[src/rtl/mem_arb_pkg.sv]
// Shared types and helpers for the fetch/data memory arbiter.
// Holds the FSM state encoding, the data width and the latency-counter sizing.
package mem_arb_pkg;

    localparam int DATA_W = 16;

    typedef enum logic [1:0] {
        IDLE  = 2'd0,
        DATA  = 2'd1,
        FETCH = 2'd2
    } arb_state_e;

    // Bits needed to hold LAT-1; never narrower than one bit.
    function automatic int cnt_w(input int lat);
        return (lat <= 2) ? 1 : $clog2(lat);
    endfunction

endpackage

[src/rtl/mem_arb_if.sv]
// Pipeline/RAM side of the arbiter: fetch and MEM-stage requests, RAM port,
// returned words and the pipeline stall/flush controls.
interface mem_arb_if;
    import mem_arb_pkg::*;

    logic              if_req;
    logic [DATA_W-1:0] if_addr;
    logic              mem_rd;
    logic              mem_wr;
    logic [DATA_W-1:0] mem_addr;
    logic [DATA_W-1:0] mem_wdata;

    logic              ram_en;
    logic              ram_we;
    logic [DATA_W-1:0] ram_a;
    logic [DATA_W-1:0] ram_d;
    logic [DATA_W-1:0] ram_q;

    logic [DATA_W-1:0] instr_out;
    logic              instr_valid;
    logic [DATA_W-1:0] data_rdata;
    logic              data_valid;

    logic              if_stall_n;
    logic              pipe_stall_n;
    logic              idex_flush;
    logic              wb_flush;

    // Pipeline and RAM model side.
    modport master (
        output if_req, if_addr, mem_rd, mem_wr, mem_addr, mem_wdata, ram_q,
        input  ram_en, ram_we, ram_a, ram_d,
        input  instr_out, instr_valid, data_rdata, data_valid,
        input  if_stall_n, pipe_stall_n, idex_flush, wb_flush
    );

    // Arbiter side.
    modport slave (
        input  if_req, if_addr, mem_rd, mem_wr, mem_addr, mem_wdata, ram_q,
        output ram_en, ram_we, ram_a, ram_d,
        output instr_out, instr_valid, data_rdata, data_valid,
        output if_stall_n, pipe_stall_n, idex_flush, wb_flush
    );

endinterface

[src/rtl/mem_lat_cnt.sv]
// Memory latency down-counter: load on issue, count down while busy,
// flag zero on the completion cycle.
module mem_lat_cnt #(
    parameter int W = 4
) (
    input  logic         clk,
    input  logic         rst_n,
    input  logic         load,
    input  logic [W-1:0] load_val,
    input  logic         dec,
    output logic         zero
);

    logic [W-1:0] cnt;

    always_ff @(posedge clk or negedge rst_n) begin
        if (!rst_n)
            cnt <= '0;
        else if (load)
            cnt <= load_val;
        else if (dec)
            cnt <= cnt - W'(1);
    end

    assign zero = (cnt == '0);

endmodule

[src/rtl/mem_arb_ctrl.sv]
// Single-port memory arbiter between instruction fetch and MEM-stage data,
// data first; produces pipeline stall/flush controls around each access.
module mem_arb_ctrl
    import mem_arb_pkg::*;
#(
    parameter int LAT = 4
) (
    input  logic     clk,
    input  logic     rst_n,
    mem_arb_if.slave bus
);

    localparam int            CW       = cnt_w(LAT);
    localparam logic [CW-1:0] LOAD_VAL = CW'(LAT - 1);

    arb_state_e state;
    logic       is_load;
    logic       data_req;
    logic       issue;
    logic       cnt_dec;
    logic       cnt_zero;

    logic              ram_en, ram_we;
    logic [DATA_W-1:0] ram_a, ram_d;
    logic              instr_valid, data_valid;
    logic [DATA_W-1:0] instr_out, data_rdata;
    logic              pipe_stall;

    assign data_req = bus.mem_rd | bus.mem_wr;
    assign issue    = (state == IDLE) & (data_req | bus.if_req);
    assign cnt_dec  = (state != IDLE) & ~cnt_zero;

    mem_lat_cnt #(.W(CW)) u_cnt (
        .clk      (clk),
        .rst_n    (rst_n),
        .load     (issue),
        .load_val (LOAD_VAL),
        .dec      (cnt_dec),
        .zero     (cnt_zero)
    );

    always_ff @(posedge clk or negedge rst_n) begin
        if (!rst_n) begin
            state   <= IDLE;
            is_load <= 1'b0;
        end else begin
            case (state)
                IDLE: begin
                    if (data_req) begin
                        state   <= DATA;
                        is_load <= bus.mem_rd;
                    end else if (bus.if_req) begin
                        state <= FETCH;
                    end
                end
                DATA, FETCH: if (cnt_zero) state <= IDLE;
                default:     state <= IDLE;
            endcase
        end
    end

    // Outputs are decoded from state; everything is held low while in reset.
    always_comb begin
        ram_en      = 1'b0;
        ram_we      = 1'b0;
        ram_a       = '0;
        ram_d       = '0;
        instr_valid = 1'b0;
        instr_out   = '0;
        data_valid  = 1'b0;
        data_rdata  = '0;
        pipe_stall  = 1'b0;
        if (rst_n) begin
            case (state)
                IDLE: begin
                    if (data_req) begin
                        ram_en     = 1'b1;
                        ram_we     = bus.mem_wr;
                        ram_a      = bus.mem_addr;
                        ram_d      = bus.mem_wdata;
                        pipe_stall = 1'b1;
                    end else if (bus.if_req) begin
                        ram_en = 1'b1;
                        ram_a  = bus.if_addr;
                    end
                end
                DATA: begin
                    if (cnt_zero) begin
                        if (is_load) begin
                            data_valid = 1'b1;
                            data_rdata = bus.ram_q;
                        end
                    end else begin
                        pipe_stall = 1'b1;
                    end
                end
                FETCH: begin
                    // A waiting MEM-stage access freezes the back end until it gets the port.
                    pipe_stall = data_req;
                    if (cnt_zero) begin
                        instr_valid = 1'b1;
                        instr_out   = bus.ram_q;
                    end
                end
                default: ;
            endcase
        end
    end

    assign bus.ram_en       = ram_en;
    assign bus.ram_we       = ram_we;
    assign bus.ram_a        = ram_a;
    assign bus.ram_d        = ram_d;
    assign bus.instr_valid  = instr_valid;
    assign bus.instr_out    = instr_out;
    assign bus.data_valid   = data_valid;
    assign bus.data_rdata   = data_rdata;
    assign bus.if_stall_n   = instr_valid;
    assign bus.pipe_stall_n = rst_n & ~pipe_stall;
    assign bus.wb_flush     = rst_n & pipe_stall;
    assign bus.idex_flush   = rst_n & ~pipe_stall & ~instr_valid;

endmodule

[src/flat_wrapper.sv]
// flat-port wrapper written by rule: the top's interface ports become plain ports
module mem_arb_ctrl_flat import mem_arb_pkg::*;
#(
    parameter int LAT = 4
)
  (clk, rst_n, bus_if_req, bus_if_addr, bus_mem_rd, bus_mem_wr, bus_mem_addr, bus_mem_wdata, bus_ram_q, bus_ram_en, bus_ram_we, bus_ram_a, bus_ram_d, bus_instr_out, bus_instr_valid, bus_data_rdata, bus_data_valid, bus_if_stall_n, bus_pipe_stall_n, bus_idex_flush, bus_wb_flush);
  mem_arb_if bus_i ();
  input  logic clk;
  input  logic rst_n;
  input wire logic [$bits(bus_i.if_req)-1:0] bus_if_req;
  input wire logic [$bits(bus_i.if_addr)-1:0] bus_if_addr;
  input wire logic [$bits(bus_i.mem_rd)-1:0] bus_mem_rd;
  input wire logic [$bits(bus_i.mem_wr)-1:0] bus_mem_wr;
  input wire logic [$bits(bus_i.mem_addr)-1:0] bus_mem_addr;
  input wire logic [$bits(bus_i.mem_wdata)-1:0] bus_mem_wdata;
  input wire logic [$bits(bus_i.ram_q)-1:0] bus_ram_q;
  output wire logic [$bits(bus_i.ram_en)-1:0] bus_ram_en;
  output wire logic [$bits(bus_i.ram_we)-1:0] bus_ram_we;
  output wire logic [$bits(bus_i.ram_a)-1:0] bus_ram_a;
  output wire logic [$bits(bus_i.ram_d)-1:0] bus_ram_d;
  output wire logic [$bits(bus_i.instr_out)-1:0] bus_instr_out;
  output wire logic [$bits(bus_i.instr_valid)-1:0] bus_instr_valid;
  output wire logic [$bits(bus_i.data_rdata)-1:0] bus_data_rdata;
  output wire logic [$bits(bus_i.data_valid)-1:0] bus_data_valid;
  output wire logic [$bits(bus_i.if_stall_n)-1:0] bus_if_stall_n;
  output wire logic [$bits(bus_i.pipe_stall_n)-1:0] bus_pipe_stall_n;
  output wire logic [$bits(bus_i.idex_flush)-1:0] bus_idex_flush;
  output wire logic [$bits(bus_i.wb_flush)-1:0] bus_wb_flush;
  assign bus_i.if_req = bus_if_req;
  assign bus_i.if_addr = bus_if_addr;
  assign bus_i.mem_rd = bus_mem_rd;
  assign bus_i.mem_wr = bus_mem_wr;
  assign bus_i.mem_addr = bus_mem_addr;
  assign bus_i.mem_wdata = bus_mem_wdata;
  assign bus_i.ram_q = bus_ram_q;
  assign bus_ram_en = bus_i.ram_en;
  assign bus_ram_we = bus_i.ram_we;
  assign bus_ram_a = bus_i.ram_a;
  assign bus_ram_d = bus_i.ram_d;
  assign bus_instr_out = bus_i.instr_out;
  assign bus_instr_valid = bus_i.instr_valid;
  assign bus_data_rdata = bus_i.data_rdata;
  assign bus_data_valid = bus_i.data_valid;
  assign bus_if_stall_n = bus_i.if_stall_n;
  assign bus_pipe_stall_n = bus_i.pipe_stall_n;
  assign bus_idex_flush = bus_i.idex_flush;
  assign bus_wb_flush = bus_i.wb_flush;
  mem_arb_ctrl #(.LAT(LAT)) u_core (.clk(clk), .rst_n(rst_n), .bus(bus_i));
endmodule
[config.mk]
export PLATFORM = sky130hd
export DESIGN_NAME = mem_arb_ctrl_flat
export DESIGN_NICKNAME = d
export VERILOG_FILES = /design/src/rtl/mem_arb_pkg.sv /design/src/rtl/mem_arb_if.sv /design/src/rtl/mem_lat_cnt.sv /design/src/rtl/mem_arb_ctrl.sv /design/src/flat_wrapper.sv
export SDC_FILE = /design/constraint.sdc
export NUM_CORES = 1
export LEC_CHECK = 0
export CAP_MARGIN = 20
export CORE_AREA = 2 2 55 57
export DETAILED_ROUTE_END_ITERATION = 10
export DIE_AREA = 0 0 57 59
export DONT_BUFFER_PORTS = 1
export PLACE_DENSITY = 0.5
export RECOVER_POWER = 100
export SYNTH_ARGS = -nofsm -noshare
export SYNTH_HDL_FRONTEND = slang
export SYNTH_HIERARCHICAL = 1
export SYNTH_SLANG_ARGS = --single-unit
[constraint.sdc]
create_clock -name clk -period 2 [get_ports clk]
set_input_delay 0.5 -clock clk [delete_from_list [all_inputs] [get_ports clk]]
set_output_delay 0.5 -clock clk [all_outputs]
set_load 0.05 [all_outputs]
# Word level (Yosys, flattened, before mapping)
# Index checks and enable logic that the tools add are counted.
[totals]
ff_bits = 5
latchBits = 0
mem_bits_rw = 0
rom_bits = 0
wordCells = 63
n_memories = 0
[classes]
add_sub_neg = 1
n_mul = 0
n_div = 0
magnitude_cmp = 0
eq_ne = 4
shift = 0
mux = 38
bitwise_logic = 10
n_reduce_logical = 7
[ops]
columns = ["operator", "n"]
rows = [
  ["$mux 16", 14],
  ["$mux 1", 17],
  ["$mux 2", 5],
  ["$and 1x1->1", 5],
  ["$logic_not 2->1", 2],
  ["$pmux 2 s2", 1],
  ["$reduce_and 2->1", 2],
  ["$reduce_bool 2->1", 2],
  ["$ne 3x2->1 const B", 1],
  ["$not 1->1", 3],
  ["$pmux 1 s3", 1],
  ["$eq 2x1->1 const B", 1],
  ["$eq 2x2->1 const B", 1],
  ["$ne 2x1->1 const B", 1],
  ["$or 1x1->1", 2],
  ["$reduce_or 2->1", 1],
  ["$sub 2x1->2 const B", 1],
]

# Longest topological paths before layout
[depth]
word_depth = 7
ltp_mapped = 7
mapped_depth_nobuf = 5

# Hierarchy
# Netlist, hierarchy kept.
[modules_own_cells]
columns = ["module", "instances", "cells_per_inst", "area_each_um2", "seq_area_each_um2"]
rows = [
  ["mem_arb_ctrl", 1, 112, 810.8, 75.1],
  ["mem_lat_cnt", 1, 12, 116.4, 50.0],
]

# Worst setup path before layout
# OpenSTA, ideal clock, no wires.
[synth_timing]
path_type = "register to output"
startpoint = "reg u_core.state[0]"
endpoint = "out bus_instr_out[10]"
arrival_ns = 2.105
slack_ns = -0.605
path_stages_with_launch = 7
n_path_buf = 2
cell_sequence = "dfrtp_1 > inv_1 > ha_1 > and3_1 > clkbuf_1 > clkbuf_1 > and2_1"
[synth_between]
elab_chain_cells = 3
[synth_rtl]
columns = ["element", "line_no", "rtl"]
rows = [
  ["start, declared", "mem_arb_ctrl.sv:16", "arb_state_e state;"],
  ["start signal, assigned", "mem_arb_ctrl.sv:44", "state <= IDLE;"],
  ["start signal, assigned", "mem_arb_ctrl.sv:50", "state <= DATA;"],
  ["start signal, assigned", "mem_arb_ctrl.sv:53", "state <= FETCH;"],
  ["$eq 2x2->1", "mem_arb_ctrl.sv:74", "case (state)"],
  ["$mux 16", "mem_arb_ctrl.sv:74", ""],
  ["$mux 16", "mem_arb_ctrl.sv:73", "if (rst_n) begin"],
  ["end, declared", "flat_wrapper.sv:21", "output wire logic [$bits(bus_i.instr_out)-1:0] bus_instr_out;"],
]
# Every way passes these cells.

# Worst setup path after layout
[layout_timing]
startpoint = "reg u_core.state[0]"
endpoint = "out bus_ram_a[1]"
[layout_between]
elab_chain_cells = 3
[layout_rtl]
columns = ["element", "line_no", "rtl"]
rows = [
  ["$logic_not 2->1", "mem_arb_ctrl.sv:74", ""],
  ["$mux 16", "mem_arb_ctrl.sv:74", ""],
  ["$mux 16", "mem_arb_ctrl.sv:73", ""],
  ["end, declared", "flat_wrapper.sv:19", "output wire logic [$bits(bus_i.ram_a)-1:0] bus_ram_a;"],
]
# Every way passes these cells.

==> impl_metrics.yaml <==
layout:
  stdcell_count: 199
  num_antenna_cells: 0
  n_fill_cell: 177
  final_layout_size_suffix_gt1_share_pct: 78.6
  fin_nets: 243
  layout_commonest_cell: "and2_4"
  finalInstanceArea_sq_um: 2090
  area_delta_synth_final_pct: 125
  layout_common_cells: "49 x and2_4, 27 x buf_12, 16 x a22o_4"
clock_tree:
  cts_buffer_depth: 2
  worstSkewPairLatency_ns: 0.25
  cts_tree: "yes"
  clockRootBuffer: "clkbuf_4"
  cts_buffers: 3
  htree_levels: 1
  clk_pin_slew_ns: 0.04
  cts_sinks: 5
detailed_routing:
  wl_per_cell_um: 20.0
  ant_nets: 0
  wirelength_um: 3990
  dr.pass1.iters: 4
  drc_errors: 0
  vias_per_cell: 5.51
  drtIter0Drc: 35
  vias: 1096
power_and_ir_drop:
  p_sw_mw: 1.23
  p_int_mw: 1.14
  leakage_nw: 0.953
  switching_share_pct: 52.0
  peakVddDrop_mv: 1.27
  p_per_area_nw_per_um2: 1140
  combPwrFrac_pct: 87.3
  clock_power_share_pct: 5.0
  seqPwrFrac_pct: 7.6
placement:
  place_area_sq_um: 1710
  gp_congestion: 0.846
  dp.final_hpwl_um: 3020
  place_inst: 182
  pre_cts_ws_ns: -0.00268
  io_buffers: 0
critical_path:
  crit_fanout: 8
  required_ns: 1.50
  path_class: "reg2out"
  arrival_ns: 1.70
  crit_path_start_kind: "flip-flop"
  cp-end-kind: "output port"
  slowest_delay_ns: 0.38
  path_cells: "inv_2 -> ha_4 -> nand2_4 -> nor4b_4 -> buf_4 -> a22o_4 -> buf_12"
  cp_top_family: "buffers and inverters"
  cp_num_buf_inv: 3
  crit_path_top_delay_cell: "dfrtp_1"
synthesis:
  yosysSeqAreaShare_pct: 13.5
  synth_area_sq_um: 927
  syn_area_per_cell_sq_um: 7.48
  ys_top_cells_by_area: "and2_1 33%, a22o_1 16%, dfrtp_1 13%"
  ys_types: 27
  synthCells: 124
  synth_top_area_share_pct: 33.1
  ys_seq_elements: 5
  yosys_warnings: 6
  synth_top_area_cell: "and2_1"
timing:
  period_share_pct: 110
  skew_ns: 0.00191
  hold_viol: 0
  tns_ns: -8.49
  fmax_mhz: 454
  whs_ns: 0.400
  drv_slew: 0
  rsz0062_at_grt: "yes"
  layout_setup_ws_ns: -0.200
  setup_viol: 69
  period_minus_slack_ns: 2.20
floorplanning:
  die-width_um: 57
  start_util_pct: 34.2
  io_pins: 141
  die_h_um: 59
  dieArea_sq_um: 3360
  row_count: 19
  core_area_sq_um: 2710
global_routing:
  grt_antenna_before_repair: 0
  use_met3_pct: 6.99
  grt_pass1_wl_um: 5620
  grt_use_met1_pct: 21.6
  grt.busiest_layer: "met2"
  grt_use_met2_pct: 42.9
  grt_pass1_vias: 1061
  grt_use_total_pct: 22.1
  grt_remaining_overflow: 0
  grt_max_degree: 17
run_status:
  violations: "setup timing"
  outcome: "finished with violations"
hold_path:
  hold_path.class: "in2reg"
job:
  cap_violations: 0
-- layout make-up --
| cell class | instances | area, sq um | area share (%) |
|---|---|---|---|
| Clock buffer | 4 | 26.3 | 1.26 |
| Inverter | 4 | 15.0 | 0.719 |
| Multi-Input combinational cell | 106 | 1080 | 51.6 |
| Sequential cell | 5 | 125 | 5.99 |
| Tap cell | 31 | 38.8 | 1.86 |
| Timing Repair Buffer | 49 | 806 | 38.6 |
-- flip-flops by register name, indices dropped and copies added (netlist names) --
register	cells
u_core/state	2
u_core/u_cnt/cnt	2
u_core/is_load	1
-- cell usage after synthesis --
cell,number
clkbuf_1,4
and3_1,2
buf_4,1
buf_2,3
buf_6,2
o21ai_0,1
xnor2_1,1
inv_1,4
and4_1,1
o31a_1,1
nor3_1,1
nand2b_1,3
dfrtp_1,5
and2_1,49
nand3b_1,2
nor2_1,5
conb_1,1
a22o_1,17
ha_1,5
nand2_2,1
nor2b_1,3
o211ai_1,1
and2b_1,1
o22ai_1,1
nand2_1,5
a21oi_1,3
nor4b_4,1
-- cell families (layout without fill, tap and decap cells) --
family	Yosys count	after routing	share of synthesized area [%]
and+or+nand+nor	74	74	49.7
AOI/OAI and AO/OA	24	24	20.6
buffers and inverters	14	57	8.10
adders and majority gates	5	5	6.75
DFF	5	5	13.5
other	1	2	0.404
xor gates and xnor gates	1	1	0.945
-- worst paths after layout --
check                      cells after the start  slack, ns                   to             from
max in group asynchronous                      1       1.23  u_core/u_cnt/cnt[1]            rst_n
min in group asynchronous                      1       0.56      u_core/state[1]            rst_n
setup reg to reg                               6       0.50  u_core/u_cnt/cnt[1]  u_core/state[0]
hold / removal                                 1       0.40       u_core/is_load       bus_mem_rd
hold reg to reg                                1       0.50       u_core/is_load   u_core/is_load
setup / recovery                               7      -0.20         bus_ram_a[1]  u_core/state[0]
-- routing by layer --
layer / routed length, um / share of wire (%) / vias up
met5: 0 / 0 / -
met3: 454 / 11 / 6
met2: 2270 / 57 / 92
met1: 1200 / 30 / 495
li1: - / - / 503
met4: 69 / 1.7 / 0
-- power by group through the flow --
| stage | Combinational, mW | Sequential (mW) | Clock, mW |
|---|---|---|---|
| final | 2.07 | 0.181 | 0.120 |
| after global routing | 2.16 | 0.187 | 0.129 |
| after CTS | 2.00 | 0.182 | 0.123 |
| after detailed placement | 1.69 | 0.183 | 0 |
| after global placement | 1.64 | 0.179 | 0 |
| after floorplan | 1.26 | 0.183 | 0 |
-- per-stage QoR --
step           power, mW  utilization (%)
6_report            2.37             77.1
5_1_grt             2.48             77.1
4_1_cts             2.31             76.9
3_5_place_dp        1.87             62.9
3_3_place_gp        1.82             62.9
2_1_floorplan       1.44                -
-- repair_timing --
action,in CTS,in global routing
setup buffers,6,3
endpoints found under the setup margin,70,71
pin swaps,35,3
hold endpoints to repair,5,0
resized for setup,49,4
cloned,4,0
hold buffers,1,0
No activity file was read; power rests on OpenSTA's default activity.
